`src/rtl/music_pkg.sv`:
```
// Shared constants for the music ROM sequencer: note word fields, FSM encoding
// and the tone half-period table for a 50 MHz clock.
package music_pkg;

  localparam int unsigned DUR_W     = 4;
  localparam int unsigned PITCH_W   = 6;
  localparam int unsigned HP_W      = 17;
  localparam int unsigned CNT_W     = 32;
  localparam int unsigned NUM_NOTES = 36;

  localparam int unsigned DUR_MSB   = 11;
  localparam int unsigned DUR_LSB   = 8;
  localparam int unsigned PITCH_MSB = 5;
  localparam int unsigned PITCH_LSB = 0;

  localparam logic [11:0] END_MARKER = 12'h000;

  localparam logic [2:0] ST_IDLE  = 3'd0;
  localparam logic [2:0] ST_FETCH = 3'd1;
  localparam logic [2:0] ST_WAIT  = 3'd2;
  localparam logic [2:0] ST_PLAY  = 3'd3;
  localparam logic [2:0] ST_GAP   = 3'd4;
  localparam logic [2:0] ST_DONE  = 3'd5;

  // round(50e6 / (2 * f)) for C4..B6, equal temperament with A4 = 440 Hz
  localparam logic [HP_W-1:0] HALF_PERIOD [0:NUM_NOTES] = '{
    17'd0,
    17'd95556, 17'd90193, 17'd85131, 17'd80353, 17'd75843, 17'd71586,
    17'd67569, 17'd63776, 17'd60197, 17'd56818, 17'd53629, 17'd50619,
    17'd47778, 17'd45097, 17'd42566, 17'd40177, 17'd37922, 17'd35793,
    17'd33784, 17'd31888, 17'd30098, 17'd28409, 17'd26815, 17'd25310,
    17'd23889, 17'd22548, 17'd21283, 17'd20088, 17'd18961, 17'd17897,
    17'd16892, 17'd15944, 17'd15049, 17'd14205, 17'd13407, 17'd12655
  };

  // Pitches above the table are rests and map to a zero half period.
  function automatic logic [HP_W-1:0] half_period_of(input logic [PITCH_W-1:0] pitch);
    logic [HP_W-1:0] hp;
    if (pitch > PITCH_W'(NUM_NOTES)) hp = '0;
    else                             hp = HALF_PERIOD[pitch];
    return hp;
  endfunction

endpackage

```
`src/rtl/tone_gen.sv`:
```
// Square-wave generator: toggles buzzer_o every half_period_i enabled cycles,
// and clears counter and output whenever it is not enabled.
module tone_gen
  import music_pkg::*;
(
  input  logic            clk,
  input  logic            rst_n,
  input  logic            enable,
  input  logic [HP_W-1:0] half_period_i,
  output logic            buzzer_o
);

  logic [HP_W-1:0] cnt_q, cnt_d;
  logic            buzz_q, buzz_d;

  always_comb begin
    cnt_d  = '0;
    buzz_d = 1'b0;
    if (enable && (half_period_i != '0)) begin
      if (cnt_q == half_period_i - HP_W'(1)) begin
        cnt_d  = '0;
        buzz_d = ~buzz_q;
      end else begin
        cnt_d  = cnt_q + HP_W'(1);
        buzz_d = buzz_q;
      end
    end
  end

  always_ff @(posedge clk or negedge rst_n) begin
    if (!rst_n) begin
      cnt_q  <= '0;
      buzz_q <= 1'b0;
    end else begin
      cnt_q  <= cnt_d;
      buzz_q <= buzz_d;
    end
  end

  assign buzzer_o = buzz_q;

endmodule

```
`src/rtl/music_sequencer.sv`:
```
// Music ROM playback controller: fetches 12-bit note words, times each note in
// beats, inserts an articulation gap and drives the speaker square wave.
module music_sequencer
  import music_pkg::*;
#(
  parameter int unsigned ADDR_WIDTH  = 16,
  parameter int unsigned DATA_WIDTH  = 12,
  parameter int unsigned BEAT_CYCLES = 3125000,
  parameter int unsigned GAP_CYCLES  = 250000
) (
  input  logic                  clk,
  input  logic                  rst_n,
  input  logic                  start,
  input  logic                  stop,
  input  logic                  loop_en,
  output logic                  rom_en,
  output logic [ADDR_WIDTH-1:0] rom_addr,
  input  logic [DATA_WIDTH-1:0] rom_data,
  output logic                  busy,
  output logic [5:0]            note_o,
  output logic                  buzzer_o,
  output logic                  done
);

  logic [2:0]            state_q, state_d;
  logic [ADDR_WIDTH-1:0] addr_q, addr_d;
  logic [DUR_W-1:0]      dur_q, dur_d;
  logic [DUR_W-1:0]      beat_q, beat_d;
  logic [PITCH_W-1:0]    pitch_q, pitch_d;
  logic [CNT_W-1:0]      cyc_q, cyc_d;
  logic                  loop_q, loop_d;
  logic                  rom_en_q, busy_q, done_q;
  logic [PITCH_W-1:0]    note_q, note_d;
  logic                  advance, audible_d;
  logic                  tone_en_c;
  logic [HP_W-1:0]       hp_c;
  logic                  unused_rsvd;

  assign unused_rsvd = ^rom_data[7:6];

  // Next-state logic; cyc_q times beats in PLAY and the gap in GAP.
  always_comb begin
    state_d = state_q;
    addr_d  = addr_q;
    dur_d   = dur_q;
    beat_d  = beat_q;
    pitch_d = pitch_q;
    cyc_d   = cyc_q;
    loop_d  = loop_q;
    advance = 1'b0;

    case (state_q)
      ST_IDLE: begin
        if (start) begin
          state_d = ST_FETCH;
          addr_d  = '0;
        end
      end
      ST_FETCH: state_d = ST_WAIT;
      ST_WAIT: begin
        dur_d   = rom_data[DUR_MSB:DUR_LSB];
        pitch_d = rom_data[PITCH_MSB:PITCH_LSB];
        loop_d  = loop_en;
        beat_d  = '0;
        cyc_d   = '0;
        if (rom_data[DUR_MSB:DUR_LSB] == END_MARKER[DUR_MSB:DUR_LSB]) begin
          if (loop_en) begin
            state_d = ST_FETCH;
            addr_d  = '0;
          end else begin
            state_d = ST_DONE;
          end
        end else begin
          state_d = ST_PLAY;
        end
      end
      ST_PLAY: begin
        if (cyc_q == CNT_W'(BEAT_CYCLES - 1)) begin
          cyc_d = '0;
          if (beat_q == dur_q - DUR_W'(1)) begin
            if (GAP_CYCLES == 0) advance = 1'b1;
            else                 state_d = ST_GAP;
          end else begin
            beat_d = beat_q + DUR_W'(1);
          end
        end else begin
          cyc_d = cyc_q + CNT_W'(1);
        end
      end
      ST_GAP: begin
        if (cyc_q == CNT_W'(GAP_CYCLES - 1)) advance = 1'b1;
        else                                 cyc_d   = cyc_q + CNT_W'(1);
      end
      ST_DONE: state_d = ST_IDLE;
      default: state_d = ST_IDLE;
    endcase

    // Running off the top of the address space ends the song like a marker.
    if (advance) begin
      if (addr_q == '1) begin
        if (loop_q) begin
          state_d = ST_FETCH;
          addr_d  = '0;
        end else begin
          state_d = ST_DONE;
        end
      end else begin
        state_d = ST_FETCH;
        addr_d  = addr_q + ADDR_WIDTH'(1);
      end
    end

    if (stop) state_d = ST_IDLE;
  end

  assign audible_d = (pitch_d != '0) && (pitch_d <= PITCH_W'(NUM_NOTES));
  assign note_d    = ((state_d == ST_PLAY) && audible_d) ? pitch_d : '0;

  // Tone runs only while staying in PLAY, so it restarts cleared on each entry.
  assign tone_en_c = (state_q == ST_PLAY) && (state_d == ST_PLAY);
  assign hp_c      = half_period_of(pitch_q);

  always_ff @(posedge clk or negedge rst_n) begin
    if (!rst_n) begin
      state_q  <= ST_IDLE;
      addr_q   <= '0;
      dur_q    <= '0;
      beat_q   <= '0;
      pitch_q  <= '0;
      cyc_q    <= '0;
      loop_q   <= 1'b0;
      rom_en_q <= 1'b0;
      busy_q   <= 1'b0;
      done_q   <= 1'b0;
      note_q   <= '0;
    end else begin
      state_q  <= state_d;
      addr_q   <= addr_d;
      dur_q    <= dur_d;
      beat_q   <= beat_d;
      pitch_q  <= pitch_d;
      cyc_q    <= cyc_d;
      loop_q   <= loop_d;
      rom_en_q <= (state_d == ST_FETCH);
      busy_q   <= (state_d != ST_IDLE);
      done_q   <= (state_d == ST_DONE);
      note_q   <= note_d;
    end
  end

  tone_gen u_tone (
    .clk           (clk),
    .rst_n         (rst_n),
    .enable        (tone_en_c),
    .half_period_i (hp_c),
    .buzzer_o      (buzzer_o)
  );

  assign rom_en   = rom_en_q;
  assign rom_addr = addr_q;
  assign busy     = busy_q;
  assign done     = done_q;
  assign note_o   = note_q;

endmodule

```
`config.mk`:
```
export PLATFORM = sky130hd
export DESIGN_NAME = music_sequencer
export DESIGN_NICKNAME = d
export VERILOG_FILES = /design/src/rtl/music_pkg.sv /design/src/rtl/tone_gen.sv /design/src/rtl/music_sequencer.sv
export SDC_FILE = /design/constraint.sdc
export NUM_CORES = 1
export LEC_CHECK = 0
export CAP_MARGIN = 20
export CORE_MARGIN = 1.5
export CORE_UTILIZATION = 57
export DETAILED_ROUTE_END_ITERATION = 10
export GPL_ROUTABILITY_DRIVEN = 0
export GPL_TIMING_DRIVEN = 0
export PLACE_DENSITY = 0.77
export SLEW_MARGIN = 20
export SYNTH_ARGS = -nofsm -noshare
export SYNTH_HDL_FRONTEND = slang
export SYNTH_SLANG_ARGS = --single-unit
```
`constraint.sdc`:
```
create_clock -name clk -period 7.3 [get_ports clk]
set_input_delay 0.73 -clock clk [delete_from_list [all_inputs] [get_ports clk]]
set_output_delay 0.73 -clock clk [all_outputs]
set_load 0.005 [all_outputs]
```
; ---- Word-level counts from Yosys, hierarchy flattened
; Memory sizes are Yosys's and may differ from the RTL's.
; Index checks and enable logic that the tools add are counted.
[classes]
n_eq_ne = 16
n_div = 0
addsub = 6
shifts = 0
bitwise = 2
n_mul = 0
n_reduce_logical = 13
mux = 34
order_cmp = 3
[op_table]
columns = op, n
row1 = 16-bit 2-to-1 mux, 6
row2 = 32-bit one-hot mux with 3 select lines, 1
row3 = 17-bit 2-to-1 mux, 5
row4 = 32-bit 2-to-1 mux, 2
row5 = 32-bit by 1-bit adder with 32-bit output (second input constant), 1
row6 = 32-bit by 18-bit equality test with 1-bit output (second input constant), 1
row7 = 32-bit by 22-bit equality test with 1-bit output (second input constant), 1
row8 = 16-bit one-hot mux with 2 select lines, 1
row9 = 3-bit 2-to-1 mux, 9
row10 = 17-bit by 1-bit adder with 17-bit output (second input constant), 1
row11 = 17-bit equality test, 1
row12 = 17-bit nonzero test, 1
row13 = 17-bit by 1-bit subtractor with 17-bit output (second input constant), 1
row14 = 16-bit by 1-bit adder with 16-bit output (second input constant), 1
row15 = 16-bit equality test (second input constant), 1
row16 = 3-bit one-hot mux with 5 select lines, 1
row17 = 6-bit 2-to-1 mux, 2
row18 = 3-bit by 2-bit equality test with 1-bit output (second input constant), 3
row19 = 4-bit 2-to-1 mux, 2
row20 = 2-bit != test (second input constant), 4
row21 = 4-bit one-hot mux with 2 select lines, 1
row22 = 7-bit >= comparator (second input constant), 1
row23 = 6-bit NOT with 7-bit output, 1
row24 = 3-bit by 1-bit equality test with 1-bit output (second input constant), 2
row25 = 16 further kinds, 24
[word_totals]
mem_count = 1
in_bits = 17
latch_bits = 0
ramBits = 0
rom_bits = 1088
regBits = 93
wordCells = 88
out_inout_bits = 26
[mem_list]
columns = memory, words, width, read_ports, rd_ports_with_merged_regs, write_ports, line
row1 = (no name shown), 64, 17, 1, 0, 0, music_pkg.sv:40  ; else hp = HALF_PERIOD[pitch];

; ---- Logic depth before layout (Yosys ltp)
[depth]
ltp_word = 11
mapped_depth = 17
depth_no_buf = 15

; ---- By module
; A second synthesis with hierarchy kept.
[unflattened]
hier_cells = 770
area_unflattened_um2 = 6476.2
[modules_own_cells]
columns = module, area_each_um2, instances, cells_each, seq_area_each_um2
row1 = music_sequencer, 4921.0, 1, 596, 1876.8
row2 = tone_gen, 1555.2, 1, 174, 450.4

; ---- Worst setup path before layout
; OpenSTA, ideal clock, no wires.
[synth_timing]
kind = register to register
from = register pitch_q[0]
to = register u_tone.cnt_q[10]
required_ps = 7164
arrival_ps = 3684
path_stages_with_launch = 18
synth_period_minus_slack_ps = 3820
setup_ps = 136
path_slack_ps = 3480
path_buffers = 2
cell_sequence = dfrtp_1 buf_2 inv_1 ha_1 nand2b_1 o211ai_1 o311a_1 o41ai_2 inv_1 ha_1 o221ai_1 a211oi_1 nand3_1 a2111oi_2 o221ai_2 nor4_4 buf_6 nor3_1
[synth_between]
elab_chain_cells = 9
elab_cells_between_ends = 12
cone_classes = 1 x add/sub / 1 x order compare / 1 x eq/ne / 5 x mux / 1 x bitwise / 2 x reduce/logical / 1 x memory
[synth_lines]
columns = item, line
row1 = "start, declared", music_sequencer.sv:29  ; logic [PITCH_W-1:0] pitch_q, pitch_d;
row2 = "start signal, assigned", music_sequencer.sv:141  ; pitch_q <= pitch_d;
row3 = 6-bit NOT with 7-bit output (implied by the code), music_pkg.sv:40
row4 = memory 64 x 17 bit, --
row5 = 17-bit 2-to-1 mux (implied by the code) (2 in series), music_pkg.sv:40
row6 = 17-bit 2-to-1 mux *, music_pkg.sv:39  ; if (pitch > PITCH_W'(NUM_NOTES)) hp = '0;
row7 = 17-bit by 1-bit subtractor with 17-bit output, tone_gen.sv:20  ; if (cnt_q == half_period_i - HP_W'(1)) begin
row8 = 17-bit equality test, tone_gen.sv:20
row9 = 17-bit 2-to-1 mux, tone_gen.sv:20
row10 = 17-bit 2-to-1 mux *, tone_gen.sv:19  ; if (enable && (half_period_i != '0)) begin
row11 = named net u_tone.cnt_d[10], tone_gen.sv:13  ; logic [HP_W-1:0] cnt_q, cnt_d;
row12 = "end signal, assigned", tone_gen.sv:35  ; cnt_q <= cnt_d;
row13 = "end, declared", tone_gen.sv:13
; Mark *: on every way through the listed nets, which the timed path passes. The rest lies on a longest branch. The select of a mux whose other input is x is not followed.
; A chain may end at the register's enable or synchronous reset.

; ---- Final worst setup path
[layout_timing]
from = register pitch_q[0]
to = register u_tone.cnt_q[8]
; The elaborated chain is that of the path after synthesis.

==> results.sh <==
export IMPL_cp_required_ns=7.50
export IMPL_synth_seq_cells=93
export IMPL_synthMuxAreaShare_pct=3.99
export IMPL_synth_commonest_cells="dfrtp_1 (93), nor2_1 (81), nand2_1 (55)"
export IMPL_cts_path_max_buffers=2
export IMPL_routed_via_density=6.22
export IMPL_worstHoldPathType="in -> async"
export IMPL_synth_edf_count=0
export IMPL_status="finished clean"
export IMPL_worst_r2r_cell_count=16
export IMPL_grt_overflow_total=0
export IMPL_grt_util_all_layers_pct=28.2
export IMPL_timing_worst_setup_path_type="reg -> reg"
export IMPL_layout_drive_gt1_share_pct=7.74
export IMPL_timing_final_setup_violations=0
export IMPL_yosysTopAreaCellShare_pct=36.1
export IMPL_minimum_period_implied_by_the_final_worst_setup_slack_ns=4.91
export IMPL_rrSetupSlack_ns=2.39
export IMPL_postSynth_asyncResetShare_pct=100
export IMPL_synth_compound_area_share_pct=15.6
export IMPL_sequential_cell_area_sq_um=2330
export IMPL_dieHeight_microns=109
export IMPL_maxCapViolCount=0
export IMPL_worst_ep_arrival_time_ns=5.10
export IMPL_slew_violations=0
export IMPL_maxSlewHeadroom_pct=36.7
export IMPL_timing_fmax_ghz=0.204
export IMPL_power_density_cell_area_nw_per_um2=280
export IMPL_synth_area_leader_cell="dfrtp_1"
export IMPL_final_core_util_pct=67.6
export IMPL_die_w_microns=109
export IMPL_drcViolationCount=0
export IMPL_total_die_area_sq_um=12000
export IMPL_std_cell_rows=38
export IMPL_post_cts_hold_buffer_count=0
export IMPL_post_synthesis_share_of_cell_area_spent_on_and_or_nand_and_nor_gates_pct=27.5
export IMPL_grt_setup_unrepaired="no"
export IMPL_grt_pass1_wl_microns=26800
export IMPL_startpoint_type_of_the_worst_setup_path="flip-flop"
export IMPL_power_static_leakage_nw=3.04
export IMPL_detailedPlacementHpwl_microns=12000
export IMPL_postSynthNetCount=775
export IMPL_synth_most_common_cell="dfrtp_1"
export IMPL_layout_area_overhead_vs_synth_pct=14.5
export IMPL_synth_xor_area_share_pct=9.50
export IMPL_tritoncts="done"
export IMPL_worstReg2RegStart="pitch_q[0]"
export IMPL_ioPinCount=43
export IMPL_totalNegativeSetupSlack_ns=0
export IMPL_hold_violations=0
export IMPL_timing_clock_skew_ns=0.00637
export IMPL_totalWireLength_microns=16200
export IMPL_master_cell_of_the_clock_root_buffer="clkbuf_16"
export IMPL_reg_clk_slew_reported_paths_ns=0.07
export IMPL_worstMarginPinSlew_ns=0.935
export IMPL_cts_repair_resized=0
export IMPL_multi_input_comb_area_sq_um=3840
export IMPL_yosys_most_used_dff="dfrtp_1"
export IMPL_drt_wirelength_per_cell_microns=17.2
export IMPL_portion_of_the_post_synthesis_area_used_by_sequential_elements_pct=36.1
export IMPL_synth_warning_count=0
export IMPL_drt_first_pass_iters=6
export IMPL_mapped_area_sq_um=6450
export IMPL_slowest_stage="o32ai_1"
export IMPL_antenna_cells_inserted=0
export IMPL_first_global_vias=5575
export IMPL_reg2reg_to="u_tone.cnt_q[8]"
export IMPL_post_synth_fa_ha_maj_area_fraction_pct=2.71
export IMPL_port_buffers=40
export IMPL_ir_drop_v=0.000193
export IMPL_post_synth_num_cell_types=74
export IMPL_cts_setup_buffers=0
export IMPL_antenna_found_initial=0
export IMPL_worst_skew_pair_late_latency_ns=0.34
export IMPL_combinational_family_with_the_most_area_after_synthesis="simple AND/OR/NAND/NOR gates"
export IMPL_cts_htree_levels=3
export IMPL_type_of_element_capturing_the_critical_path="flip-flop"
export IMPL_layout_filler_cells=877
export IMPL_clock_sink_count=93
export IMPL_syn_avg_cell_area_sq_um=8.67
export IMPL_timing_critical_path_cells="buf_2 -> inv_1 -> ha_1 -> nor2b_1 -> o32ai_1 -> nor2b_1 -> o211ai_1 -> ha_1 -> o221ai_1 -> a211oi_1 -> nand3_1 -> nor3_1 -> or3_1 -> buf_1 -> clkbuf_1 -> nor3_1"
export IMPL_largest_net_degree_at_the_start_of_global_routing=61
export IMPL_drt_iter0_drc=603
export IMPL_syn_inst=744
export IMPL_coreArea_sq_um=10900
export IMPL_nNetsFinal=827
export IMPL_yosys_top_cells_area="dfrtp_1 (36%), xor2_1 (5.2%), nor2_1 (4.7%), xnor2_1 (4.3%), o21ai_0 (3.6%)"
export IMPL_max_stage_delay_ns=0.52
export IMPL_initial_core_util_pct=59.0
export IMPL_drt_antenna_violating_nets=0
export IMPL_critical_path_peak_fanout=10
export IMPL_fraction_of_the_cycle_the_final_worst_path_needs_pct=67.2
export IMPL_numCtsBuffers=9
export IMPL_route_vias_total=5855
export IMPL_totalPowerFinal_mw=2.07
-- state kept, by name, indices dropped and copies added, names as in the netlist --
| signal | flops |
|---|---|
| state_q | 3 |
| u_tone.buzzer_o | 1 |
| pitch_q | 6 |
| busy | 1 |
| note_o | 6 |
| rom_addr | 16 |
| loop_q | 1 |
| done | 1 |
| dur_q | 4 |
| u_tone.cnt_q | 17 |
| rom_en | 1 |
| cyc_q | 32 |
| beat_q | 4 |
-- layout by cell type, fill, tap and decap left out, drive strengths merged, types with 5 or more instances in the layout --
master         Yosys  routed
nand3             32      32
nand2b            18      18
nor3              34      34
and4               8       8
nand2             55      55
and3              18      18
buf               17      19
mux2i             10      10
dfrtp             93      93
o21ai             46      46
and2              11      11
or3                9       9
mux2              10      10
clkbuf            20      29
nor4               8       8
nor2              81      81
xnor2             32      32
nor2b             16      16
a31oi              7       7
nor4b              5       5
nand4             15      15
nor3b             10      10
ha                14      14
clkdlybuf4s50      0      39
a21oi             28      28
xor2              38      38
inv               27      29
o211ai             7       7
-- per-layer routing --
metal	track usage (%)	part of all wire, %	vias to the layer above
met3	5.33	5.7	57
li1	-	-	2776
met5	0	0	-
met1	36.2	43	2781
met4	11.3	3.2	0
met2	46.9	48	241
-- worst max-delay path by stage --
stage          startpoint                to  slack (ns)  cells past startpoint
2_1_floorplan  pitch_q[0]  u_tone.cnt_q[10]        3.48                     17
3_3_place_gp        rst_n  u_tone.cnt_q[12]        2.17                      1
5_1_grt        pitch_q[0]   u_tone.cnt_q[8]        2.12                     16
6_report       pitch_q[0]   u_tone.cnt_q[8]        2.39                     16
4_1_cts        pitch_q[0]   u_tone.cnt_q[8]        2.53                     16
3_5_place_dp   pitch_q[0]   u_tone.cnt_q[8]        2.55                     16
-- cell type report --
class,instances,area share [%]
Tap cell,140,2.37
Sequential cell,93,31.5
Clock buffer,9,3.05
Clock inverter,7,1.32
Buffer,37,2.64
Timing Repair Buffer,41,5.81
Multi-Input combinational cell,587,51.9
Inverter,27,1.37
-- power breakdown --
part           internal, mW  switching [mW]  total [mW]
Sequential            0.541          0.0240       0.565
Clock                 0.302           0.203       0.505
Combinational         0.395           0.604       0.999
-- worst max-delay path: cells and delay by family, from the launching register on --
family / cells / cell delay [ns]
buffers and inverters: 4 / 1.23
adder cells (fa/ha/maj): 2 / 0.66
flip-flops: 1 / 0.45
AND/OR/NAND/NOR: 6 / 1.11
AO/OA/AOI/OAI: 4 / 1.30
-- cell families (layout without fill, tap and decap cells) --
logic type	count (synthesis)	after routing
and+or+nand+nor	335	335
buffers and inverters	64	121
DFF	93	93
muxes	22	22
AOI/OAI and AO/OA	146	146
adders and majority gates	14	14
xor gates and xnor gates	70	70
-- stage by stage --
step / setup WS (ns) / cells / cell area (sq um) / hold WS (ns)
after floorplan: 3.48 / 744 / 6450 / 0.434
after CTS: 2.53 / 941 / 7390 / 0.273
after detailed placement: 2.55 / 925 / 7070 / 0.498
after global placement: 2.17 / 924 / 7030 / 0.497
final: 2.39 / 941 / 7390 / 0.267
after global routing: 2.12 / 941 / 7390 / 0.284
Power figures use the tool's default switching activity.
